<file path="src/rtl/a_pkg.sv">
// Shared definitions for the async-boundary blocks: capture FSM state type and
// a pointer-width helper that stays legal for tiny depths.
package a_pkg;

    // Capture FSM: IDLE waits for a pending token, HOLD lets a_q settle vs r_s.
    typedef enum logic [0:0] {
        IDLE = 1'b0,
        HOLD = 1'b1
    } cap_state_e;

    // Pointer width for a FIFO of the given depth; never returns zero.
    function automatic int unsigned ptr_width(input int unsigned depth);
        if (depth <= 32'd1) begin
            return 32'd1;
        end else begin
            return $clog2(depth);
        end
    endfunction

endpackage

</file>
<file path="src/rtl/a_sync_ff.sv">
// Multi-flop synchroniser chain. Resets every stage to INIT so that the
// synchronised value matches the idle level of the signal it samples.
module a_sync_ff #(
    parameter int unsigned W      = 32'd1,
    parameter int unsigned STAGES = 32'd2,
    parameter logic [W-1:0] INIT  = '0
) (
    input  logic         clk,
    input  logic         rst,
    input  logic [W-1:0] d_i,
    output logic [W-1:0] q_o
);

    logic [STAGES-1:0][W-1:0] chain_q;

    // Shift the asynchronous input through the flop chain.
    always_ff @(posedge clk or posedge rst) begin
        if (rst) begin
            chain_q <= {STAGES{INIT}};
        end else begin
            chain_q <= {chain_q[STAGES-2:0], d_i};
        end
    end

    assign q_o = chain_q[STAGES-1];

endmodule

</file>
<file path="src/rtl/a_sync_sink.sv">
// Terminates a 2-phase bundled-data channel: synchronises r_i, captures d_i
// into a small FIFO, returns the ack transition on the capture edge, and
// presents the FIFO head as a valid/ready stream.
(* keep_hierarchy *)
module a_sync_sink
    import a_pkg::*;
#(
    parameter logic        Rpol        = 1'b0,
    parameter int unsigned N           = 32'd1,
    parameter int unsigned DEPTH       = 32'd4,
    parameter int unsigned SYNC_STAGES = 32'd2
) (
    input  logic                    clk,
    input  logic                    rst,
    input  logic                    r_i,
    output logic                    a_i,
    input  logic [N-1:0]            d_i,
    output logic                    valid_o,
    input  logic                    ready_i,
    output logic [N-1:0]            d_o,
    output logic [$clog2(DEPTH):0]  count_o
);

    localparam int unsigned AW = ptr_width(DEPTH);
    localparam int unsigned CW = $clog2(DEPTH) + 32'd1;

    logic           r_s;
    logic           a_q, a_d;
    cap_state_e     state_q, state_d;
    logic [AW-1:0]  wr_ptr_q, wr_ptr_d;
    logic [AW-1:0]  rd_ptr_q, rd_ptr_d;
    logic [CW-1:0]  count_q, count_d;
    logic [N-1:0]   mem_q [DEPTH];
    logic           pending_s, full_s, valid_s, push_s, pop_s;

    a_sync_ff #(
        .W      (32'd1),
        .STAGES (SYNC_STAGES),
        .INIT   (Rpol)
    ) u_sync (
        .clk (clk),
        .rst (rst),
        .d_i (r_i),
        .q_o (r_s)
    );

    // A token is outstanding whenever the synchronised request differs from our ack.
    // Full is judged on the registered count, so a same-cycle pop never frees a slot.
    always_comb begin
        pending_s = (r_s != a_q);
        full_s    = (count_q == CW'(DEPTH));
        valid_s   = (count_q != CW'(0));
        pop_s     = valid_s & ready_i;
    end

    // Capture FSM: write and ack on the same edge, then one HOLD cycle so the
    // toggled ack is compared against a settled r_s before the next capture.
    always_comb begin
        state_d = state_q;
        a_d     = a_q;
        push_s  = 1'b0;
        case (state_q)
            IDLE: begin
                if (pending_s && !full_s) begin
                    push_s  = 1'b1;
                    a_d     = ~a_q;
                    state_d = HOLD;
                end else begin
                    state_d = IDLE;
                end
            end
            HOLD: begin
                state_d = IDLE;
            end
            default: begin
                state_d = IDLE;
            end
        endcase
    end

    // FIFO pointer and occupancy next-state; pointers wrap by power-of-2 overflow.
    always_comb begin
        wr_ptr_d = wr_ptr_q;
        rd_ptr_d = rd_ptr_q;
        count_d  = count_q;
        if (push_s) begin
            wr_ptr_d = wr_ptr_q + AW'(1);
        end else begin
            wr_ptr_d = wr_ptr_q;
        end
        if (pop_s) begin
            rd_ptr_d = rd_ptr_q + AW'(1);
        end else begin
            rd_ptr_d = rd_ptr_q;
        end
        case ({push_s, pop_s})
            2'b10:   count_d = count_q + CW'(1);
            2'b01:   count_d = count_q - CW'(1);
            default: count_d = count_q;
        endcase
    end

    // Control state registers; reset discards everything and parks ack at Rpol.
    always_ff @(posedge clk or posedge rst) begin
        if (rst) begin
            state_q  <= IDLE;
            a_q      <= Rpol;
            wr_ptr_q <= AW'(0);
            rd_ptr_q <= AW'(0);
            count_q  <= CW'(0);
        end else begin
            state_q  <= state_d;
            a_q      <= a_d;
            wr_ptr_q <= wr_ptr_d;
            rd_ptr_q <= rd_ptr_d;
            count_q  <= count_d;
        end
    end

    // FIFO storage; contents are meaningless until counted, so no reset.
    always_ff @(posedge clk) begin
        if (push_s) begin
            mem_q[wr_ptr_q] <= d_i;
        end
    end

    assign a_i     = a_q;
    assign valid_o = valid_s;
    assign d_o     = mem_q[rd_ptr_q];
    assign count_o = count_q;

endmodule

</file>
<file path="config.mk">
export PLATFORM = sky130hd
export DESIGN_NAME = a_sync_sink
export DESIGN_NICKNAME = d
export VERILOG_FILES = /design/src/rtl/a_pkg.sv /design/src/rtl/a_sync_ff.sv /design/src/rtl/a_sync_sink.sv
export SDC_FILE = /design/constraint.sdc
export NUM_CORES = 1
export LEC_CHECK = 0
export CAP_MARGIN = 10
export CELL_PAD_IN_SITES_DETAIL_PLACEMENT = 0
export CELL_PAD_IN_SITES_GLOBAL_PLACEMENT = 1
export CORE_AREA = 4 4 48 50
export CTS_BUF_LIST = sky130_fd_sc_hd__clkbuf_2 sky130_fd_sc_hd__clkbuf_4 sky130_fd_sc_hd__clkbuf_8
export CTS_CLUSTER_SIZE = 10
export DETAILED_ROUTE_END_ITERATION = 10
export DIE_AREA = 0 0 52 54
export HOLD_SLACK_MARGIN = 0.05
export PLACE_DENSITY_LB_ADDON = 0.1
export SLEW_MARGIN = 30
export SYNTH_ARGS = -nofsm -noshare
export SYNTH_HDL_FRONTEND = slang
export SYNTH_SLANG_ARGS = --single-unit
</file>
<file path="constraint.sdc">
create_clock -name clk -period 1.98 [get_ports clk]
set_clock_uncertainty 0.2 [all_clocks]
set_input_delay 0.198 -clock clk [delete_from_list [all_inputs] [get_ports clk]]
set_output_delay 0.198 -clock clk [all_outputs]
set_load 0.1 [all_outputs]
</file>
==> results of run 1 <==
-- what timing repair did --
| action | in CTS | in global routing |
|---|---|---|
| pin swaps | 5 | 4 |
| buffers inserted | 1 | 1 |
| resized for setup | 3 | 2 |
| hold endpoints to repair | 11 | 0 |
| endpoints found under the setup margin | 2 | 2 |
| hold buffers | 1 | 0 |
-- cells in the mapped netlist, drive strengths merged --
cell / count
mux2: 2
or3: 1
and2: 4
dfrtp: 11
xor2: 3
a21oi: 1
inv: 7
nor2: 2
nand2: 1
o31a: 1
a211oi: 1
edfxtp: 4
xnor2: 4
fa: 1
ha: 5
mux4: 1
mux2i: 1
-- flip-flops by register name, summed over array words and instances, names as in the netlist --
register / count
a_i: 1
rd_ptr_q: 2
u_sync.q_o: 1
wr_ptr_q: 2
count_o: 3
u_sync.chain_q: 1
mem_q: 4
state_q: 1
-- cells in the final DEF, fill, tap and decap left out, types with 4 or more instances in the layout --
cell / instances
and2_2: 4
edfxtp_1: 4
dfrtp_1: 7
buf_12: 6
clkbuf_4: 4
inv_1: 5
ha_1: 4
buf_4: 10
clkdlybuf4s50_1: 4
-- metrics by stage --
step / utilization [%] / std cells / setup WS, ns
floorplan: - / 50 / -0.2624
global placement: 52.17 / 95 / -0.09183
detailed placement: 52.17 / 95 / -0.09069
CTS: 55.59 / 101 / -0.02291
global route: 56.51 / 102 / -0.1355
finish: 56.51 / 102 / -0.07648
-- critical path: cells and delay by family, from the launching register on --
family          cells  cell delay (ns)
flops               1             0.51
simple gates        2             0.29
buf+inv             2             0.10
xor+xnor            2             0.34
compound gates      1             0.08
fa+ha+maj           2             0.44
-- final cells by class --
type / instances / area [um^2] / area share [%]
clock buffer: 4 / 30.03 / 2.794
inverter: 7 / 26.28 / 2.445
multi-input combinational: 28 / 331.6 / 30.85
sequential: 15 / 407.9 / 37.95
tap: 27 / 33.78 / 3.143
timing repair buffer: 21 / 245.2 / 22.82
-- how the worst max path moves through the flow --
stage / start / end / slack (ns) / depth (start not counted)
4_1_cts: count_o[1] / count_o[2] / -0.02 / 9
3_5_place_dp: ready_i / count_o[2] / -0.09 / 8
6_report: count_o[0] / count_o[2] / -0.08 / 9
3_3_place_gp: ready_i / count_o[2] / -0.09 / 8
5_1_grt: count_o[0] / count_o[2] / -0.14 / 9
2_1_floorplan: a_i / count_o[2] / -0.26 / 9
-- kinds of logic after synthesis --
logic type | after synthesis
flip-flops | 15
AND/OR/NAND/NOR | 8
XOR/XNOR | 7
buffers and inverters | 7
adder cells (fa/ha/maj) | 6
multiplexers | 4
AO/OA/AOI/OAI | 3
-- per-layer routing --
metal	routed length [um]	GRT usage, %	vias to the layer above	part of all wire (%)
met1	439	11.03	214	39
met5	0	0	-	0
met4	10	3.930	0	0.88
met2	608	18.20	11	54
li1	-	-	210	-
met3	78	4.986	2	6.9
==> flow_summary.ini, run 1 <==
[status]
status = finished with violations
violations = setup timing

[worst_setup_path]
critical_path.max_stage_delay_ns = 0.51
rr_startpoint = count_o[0]
critical_path_required_ns = 1.97
worstPathArrival_ns = 2.04
criticalPathCategory = flip-flop to flip-flop
end_kind = flip-flop
crit_chain = nor2_4, a211oi_4, inv_2, ha_4, inv_2, fa_2, xor2_1, nor2_1, xor2_1
startpoint_type = flip-flop
regToRegSetupSlack_ns = -0.08
cp_slowest_cell = dfrtp_4
critPathMaxFanout = 4
reg2reg_depth = 9
rr_endpoint = count_o[2]

[sta]
finalWorstSetupSlack_ns = -0.07648
fin_tns_setup_ns = -0.07648
maxSlewViolCount = 0
rsz0062_at_grt = yes
fin_crit_sh_pct = 103.9
fin_crit_ns = 2.056
worst_pin_slew_ns = 0.4416
slew_headroom_pct = 70.53
max_freq_mhz = 486.3
setup_viol = 1
hold_violations = 0
whs_ns = 0.1577

[synthesis]
yosys.area.top_type = dfrtp_1
synth-simple-area-share_pct = 7.218
synth_top_family_by_area = adder cells
synth_mux_area_share_pct = 8.275
syn_avg_cell_area_um2 = 14.21
yosys_register_bits = 15
synth_top_area_share_pct = 38.73
synthAdderAreaFrac_pct = 11.62
synth_compound_area_share_pct = 4.930
syn_nets = 61
netlist_top_cells_area = dfrtp_1 (39%), edfxtp_1 (17%), ha_1 (8.8%)
ys_seq_area_share_pct = 55.63
synth_area_um2 = 710.7
synth-xor-area-share_pct = 8.627
ys_types = 19
yosysWarnings = 0
postSynthCellCount = 50

[cells_and_area]
post_route_cells_drive_above_1_share_pct = 53.33
nets = 87
fill_cells = 159
syn_to_final_growth_pct = 51.23
stdcell_area_um2 = 1075
diodes = 0

[cts]
path_clk_slew_ns = 0.08
clockBufferDepth = 2
numCtsBuffers = 3
cts-htree-levels = 1
tritoncts = built
clk_latency_ns = 0.27
cts_sinks = 15
clockRootBuffer = clkbuf_4

[global_routing]
grt_first_pass_wirelength_um = 2028
grt_max_degree = 12
grt_overflow = 0
grt_pass1_vias = 450
antenna_found_initial = 0
grt_usage_pct = 10.50

[drt]
wl_per_cell_um = 11.14
vias_per_cell = 4.284
first_iter_violations = 2
drc = 0
ant_nets = 0
vias = 437
drt-pass1-iter-count = 2
totalWireLength_um = 1136

[floorplanning]
fp.dieW_um = 52
die_area_um2 = 2808
coreArea_um2 = 1902
die_y_um = 54
rows = 16
start_util_pct = 37.37
ios = 11

[placement]
globalplace.congestion = 0.7353
port_buffers = 10
dp_hpwl_um = 819
postPlaceCellArea_um2 = 992.2

[hold_path]
hold_end = u_sync.chain_q[0]
hold_path.startpoint = r_i
worstHoldPathCells = 1
worst_hold_path_type = input port to flip-flop

[job]
cap_violations = 0
Power of run 1 is not shown: default switching activity piles up to over one toggle a cycle in this logic, so the estimate is an artifact.
==> run 2, diff against run 1 <==
--- a/config.mk
+++ b/config.mk
@@ -5,14 +5,15 @@
 export SDC_FILE = /design/constraint.sdc
 export NUM_CORES = 1
 export LEC_CHECK = 0
+export ABC_AREA = 1
 export CAP_MARGIN = 10
 export CELL_PAD_IN_SITES_DETAIL_PLACEMENT = 0
 export CELL_PAD_IN_SITES_GLOBAL_PLACEMENT = 1
-export CORE_AREA = 4 4 48 50
+export CORE_AREA = 4 4 51 53
 export CTS_BUF_LIST = sky130_fd_sc_hd__clkbuf_2 sky130_fd_sc_hd__clkbuf_4 sky130_fd_sc_hd__clkbuf_8
 export CTS_CLUSTER_SIZE = 10
 export DETAILED_ROUTE_END_ITERATION = 10
-export DIE_AREA = 0 0 52 54
+export DIE_AREA = 0 0 55 57
 export HOLD_SLACK_MARGIN = 0.05
 export PLACE_DENSITY_LB_ADDON = 0.1
 export SLEW_MARGIN = 30
==> run 2 against run 1 <==
  * The run now ends clean
  * Sequential share of layout area decreased by 4.8 points
  * Global-route usage increased by 1.4 points
  * Worst hold slack got worse by 0.017 ns
  * Setup slack improved by 0.077 ns
  * Critical path type unchanged
  * Largest cell class unchanged
==> flow_summary.ini, run 2 <==
[worst_setup_path]
regToRegSetupSlack_ns = 0.0004
cp_slowest_cell = dfrtp_4
rr_endpoint = count_o[2]
critical_path_required_ns = 1.97
end_kind = flip-flop
worstPathArrival_ns = 1.97
cp_top_family = simple AND/OR/NAND/NOR gates
rr_startpoint = count_o[1]
critPathMaxFanout = 2
startpoint_type = flip-flop
reg2reg_depth = 9
crit_chain = nor2_4, nand2_4, nand3_4, ha_4, inv_2, fa_2, or2_4, nand4_1, nand2_1
path_buf_inv = 1
critical_path.max_stage_delay_ns = 0.50
criticalPathCategory = flip-flop to flip-flop

[status]
status = completed

[cts]
tritoncts = built
cts_sinks = 15
numCtsBuffers = 3
cts-htree-levels = 1
path_clk_slew_ns = 0.09
clk_latency_ns = 0.28
clockBufferDepth = 2
clockRootBuffer = clkbuf_4

[synthesis]
synth_common_cells = inv_1 (17), nand2_1 (15), dfrtp_1 (11), ha_1 (5)
synth-edff-count = 4
synth_top_area_share_pct = 34.92
syn_nets = 89
async_reset_ff_share_pct = 73.33
yosys_register_bits = 15
syn_avg_cell_area_um2 = 10.11
postSynthCellCount = 78
ys_types = 20
synth_most_common_cell = inv_1
yosys.area.top_type = dfrtp_1
synth_area_um2 = 788.3
synthFlopType = dfrtp_1
yosysWarnings = 0
netlist_top_cells_area = dfrtp_1 (35%), edfxtp_1 (15%), inv_1 (8.1%)
ys_seq_area_share_pct = 50.16

[placement]
port_buffers = 10
dp_hpwl_um = 1129
postPlaceCellArea_um2 = 1126
globalplace.congestion = 0.7593

[sta]
rsz0062_at_grt = yes
slew_headroom_pct = 72.11
maxSlewViolCount = 0
hold_violations = 0
fin_crit_sh_pct = 99.98
setup_viol = 0
fin_tns_setup_ns = 0
fin_crit_ns = 1.980
worst_pin_slew_ns = 0.4179
max_freq_mhz = 505.2

[cells_and_area]
diodes = 0
syn_to_final_growth_pct = 55.87
layout_commonest_cell = buf_4
post-route-util_pct = 57.19
stdcell_area_um2 = 1229
mostFrequentLayoutCells = buf_4 (18), inv_1 (15), nand2_1 (15)
nets = 124
largest_register_ffs = 4
max_flop_register = mem_q
multiInputGateArea_um2 = 372.9
fill_cells = 192
regArea_um2 = 407.9
post_route_cells_drive_above_1_share_pct = 43.75

[global_routing]
grt_first_pass_wirelength_um = 2622
grt_usage_pct = 11.88
antenna_found_initial = 0
grt_overflow = 0
grt_pass1_vias = 654
grt_max_degree = 12

[floorplanning]
die_area_um2 = 3135
die_y_um = 57
ios = 11
start_util_pct = 36.69
rows = 17
coreArea_um2 = 2148
fp.dieW_um = 55

[hold_path]
hold_path.startpoint = r_i
worstHoldPathCells = 1
hold_end = u_sync.chain_q[0]
worst_hold_path_type = input port to flip-flop

[drt]
wl_per_cell_um = 10.29
first_iter_violations = 3
drc = 0
vias_per_cell = 4.307
vias = 603
drt-pass1-iter-count = 2
totalWireLength_um = 1440
ant_nets = 0

[job]
cap_violations = 0
==> run 2: changes by cell type after synthesis, sizes merged, moves of 2 or more <==
cell / delta
nand2: +18
inv: +10
and2: -4
nand4: +4
a21oi: +3
nor2: +3
mux2: -2
nand3: +2
o21ai: +2
xnor2: -2
xor2: -2
==> run 2: worst max path at each step <==
stage / depth (start not counted) / slack, ns / start / endpoint
floorplan: 10 / -0.44 / count_o[2] / count_o[2]
global placement: 9 / -0.12 / ready_i / count_o[2]
detailed placement: 10 / -0.17 / ready_i / count_o[2]
CTS: 9 / -0.03 / count_o[0] / count_o[2]
global route: 9 / -0.06 / count_o[1] / count_o[2]
finish: 9 / 0.0004 / count_o[1] / count_o[2]
==> run 2: cell families after synthesis <==
group | share of synthesized area, %
adders and majority gates | 10.48
buffers and inverters | 8.095
DFF | 50.16
and+or+nand+nor | 21.74
xor gates and xnor gates | 4.287
AOI/OAI and AO/OA | 5.237
==> run 2: cell type report <==
cell class	count	share of cell area, %
well taps	28	2.851
clock buffers	4	2.444
repair buffers	30	25.76
inverters	17	5.397
flip-flops and latches	15	33.20
multi-input cells	46	30.35
==> run 2: what timing repair did <==
action	CTS	global route
setup endpoints to repair	2	2
pin swaps	7	5
endpoints found under the hold margin	11	0
buffers inserted	3	1
hold buffers	1	0
resized for setup	10	1
==> run 2: worst register-to-register path: stages (launching register included) <==
cell	delay, ns
dfrtp_4	0.50
nor2_4	0.16
nand2_4	0.07
nand3_4	0.09
ha_4	0.14
inv_2	0.04
fa_2	0.33
or2_4	0.24
nand4_1	0.07
nand2_1	0.05
==> run 2: metrics by stage <==
| stage | instances | worst slack (ns) | hold WS [ns] |
|---|---|---|---|
| after floorplan | 78 | -0.4375 | -0.1496 |
| after global placement | 131 | -0.1177 | 0.1365 |
| after detailed placement | 131 | -0.1716 | 0.1420 |
| after CTS | 139 | -0.03131 | 0.1292 |
| after global routing | 140 | -0.06419 | 0.1418 |
| final | 140 | 0.0004423 | 0.1411 |
==> run 2: layer usage <==
| layer | GRT usage, % | part of all wire, % |
|---|---|---|
| met3 | 2.350 | 4.9 |
| met2 | 19.09 | 50 |
| met5 | 0 | 0 |
| met4 | 7.292 | 2.1 |
| met1 | 14.12 | 43 |
Power of run 2 is left out for the same reason.
==> run 3, diff against run 2 <==
--- a/config.mk
+++ b/config.mk
@@ -14,9 +14,12 @@
 export CTS_CLUSTER_SIZE = 10
 export DETAILED_ROUTE_END_ITERATION = 10
 export DIE_AREA = 0 0 55 57
+export GPL_ROUTABILITY_DRIVEN = 0
 export HOLD_SLACK_MARGIN = 0.05
 export PLACE_DENSITY_LB_ADDON = 0.1
+export SETUP_SLACK_MARGIN = 0.02
 export SLEW_MARGIN = 30
 export SYNTH_ARGS = -nofsm -noshare
 export SYNTH_HDL_FRONTEND = slang
+export SYNTH_HIERARCHICAL = 1
 export SYNTH_SLANG_ARGS = --single-unit
==> run 3 against run 2 <==
  * The flow now finishes with violations (setup timing)
  * Critical path depth is the same
  * Synthesized cell count up 1.3%
  * Clock-buffer cell count decreased by 1
  * Via count is 4.5% lower
  * Cell count fell by 0.71%
  * Setup slack lost 0.012 ns
  * Non-clock buffer count is 2 lower
  * Flip-flop and latch count unchanged
  * Core utilization decreased by 0.76 points
  * Wire length is 5.1% lower
  * Global-route usage fell by 1.2 points
  * Critical path type unchanged
==> flow_summary.ini, run 3 <==
[status]
status = finished with violations
violations = setup timing

[worst_setup_path]
startpoint_type = flip-flop
cp_slowest_cell = dfrtp_4
path_buf_inv = 1
critPathMaxFanout = 2
cp_top_family = simple AND/OR/NAND/NOR gates
reg2reg_depth = 9
critical_path.max_stage_delay_ns = 0.50
regToRegSetupSlack_ns = -0.01
crit_chain = nor2_4, nand2_4, nand3_4, ha_4, inv_2, fa_2, or2_4, nand4_1, nand2_1
critical_path_required_ns = 1.96
criticalPathCategory = flip-flop to flip-flop
rr_startpoint = count_o[1]
end_kind = flip-flop
rr_endpoint = count_o[2]
worstPathArrival_ns = 1.97

[cells_and_area]
syn_to_final_growth_pct = 53.08
post-route-util_pct = 56.44
diodes = 0
max_flop_register = mem_q
nets = 123
post_route_cells_drive_above_1_share_pct = 42.34
regArea_um2 = 407.9
largest_register_ffs = 4
multiInputGateArea_um2 = 372.9
final_cells = 139
fill_cells = 202
mostFrequentLayoutCells = inv_1 (16), buf_4 (16), nand2_1 (15)

[drt]
wl_per_cell_um = 9.827
vias = 576
vias_per_cell = 4.144
drt-pass1-iter-count = 2
drc = 0
totalWireLength_um = 1366
first_iter_violations = 2
ant_nets = 0

[synthesis]
netlist_top_cells_area = dfrtp_1 (35%), edfxtp_1 (15%), inv_1 (8.5%)
synth_common_cells = inv_1 (18), nand2_1 (15), dfrtp_1 (11), ha_1 (5)
ys_types = 20
syn_avg_cell_area_um2 = 10.03
yosys.area.top_type = dfrtp_1
async_reset_ff_share_pct = 73.33
postSynthCellCount = 79
yosys_register_bits = 15
yosysWarnings = 6
ys_seq_area_share_pct = 49.92
syn_nets = 90
synth_top_area_share_pct = 34.76
synthFlopType = dfrtp_1
synth_most_common_cell = inv_1
synth-edff-count = 4
synth_area_um2 = 792.0

[sta]
maxSlewViolCount = 0
whs_ns = 0.1480
slew_headroom_pct = 76.97
worst_pin_slew_ns = 0.3451
rsz0062_at_grt = yes
max_freq_mhz = 502.2
finalWorstSetupSlack_ns = -0.01132
fin_tns_setup_ns = -0.01132
fin_crit_ns = 1.991
hold_violations = 0
fin_crit_sh_pct = 100.6
setup_viol = 1

[cts]
tritoncts = built
clockRootBuffer = clkbuf_4
numCtsBuffers = 3
path_clk_slew_ns = 0.08
clockBufferDepth = 2
clk_latency_ns = 0.28
cts_sinks = 15
cts-htree-levels = 1

[global_routing]
grt_first_pass_wirelength_um = 2359
antenna_found_initial = 0
grt_pass1_vias = 558
grt_overflow = 0
grt_max_degree = 10
grt_usage_pct = 10.68

[hold_path]
hold_end = u_sync/chain_q[0]
worstHoldPathCells = 1
hold_path.startpoint = r_i
worst_hold_path_type = input port to flip-flop

[floorplanning]
ios = 11
start_util_pct = 36.87
die_area_um2 = 3135
die_y_um = 57
rows = 17
fp.dieW_um = 55
coreArea_um2 = 2148

[job]
cap_violations = 0

[placement]
dp_hpwl_um = 1044
dpl.cell_count = 131
port_buffers = 10
[run 3: cell count changes in the layout (fill, tap and decap cells not counted)]
cell | before | now
clkbuf_4 | 4 | 3
buf_4 | 18 | 16
inv_4 | 1 | 0
inv_2 | 1 | 2
clkinv_2 | 0 | 1
inv_1 | 15 | 16
[run 3: per-layer routing]
| layer | track usage, % | up-vias | wire (um) |
|---|---|---|---|
| met5 | 0 | - | 0 |
| met4 | 7.292 | 0 | 32 |
| met3 | 3.133 | 4 | 56 |
| met2 | 15.37 | 10 | 663 |
| met1 | 13.46 | 258 | 613 |
| li1 | - | 304 | - |
[run 3: worst max path at each step]
stage,start,end,slack [ns],cells after the start
floorplan,count_o[2],count_o[2],-0.44,10
global placement,ready_i,count_o[2],-0.12,9
detailed placement,ready_i,count_o[2],-0.14,9
CTS,count_o[0],count_o[2],-0.01,9
global route,count_o[1],count_o[2],-0.09,9
finish,count_o[1],count_o[2],-0.01,9
[run 3: area by class of cell]
type	count	share of cell area, %
Inverter	18	5.573
Clock inverter	1	0.4128
Sequential cell	15	33.64
Tap cell	28	2.890
Timing Repair Buffer	28	24.87
Multi-Input combinational cell	46	30.75
Clock buffer	3	1.858
[run 3: kinds of logic (layout without fill, tap and decap cells)]
logic type	after synthesis	in the layout	share of synthesized area [%]
AOI/OAI and AO/OA	6	6	5.212
xor gates and xnor gates	3	3	4.266
adders and majority gates	6	6	10.43
buffers and inverters	18	50	8.530
DFF	15	15	49.92
and+or+nand+nor	31	31	21.64
[run 3: per-stage QoR]
stage	area (um^2)	setup slack, ns
after global placement	1122	-0.1187
final	1212	-0.01132
after detailed placement	1122	-0.1394
after floorplan	822.0	-0.4375
after CTS	1196	-0.01366
after global routing	1212	-0.08519
[run 3: what timing repair did]
item                                   in CTS  in global routing
pin swaps                                   2                  6
hold buffers                                1                  0
resized for setup                           8                  2
setup buffers                               2                  1
endpoints found under the hold margin      11                  0
setup endpoints to repair                   2                  2
Power of run 3 is left out for the same reason.
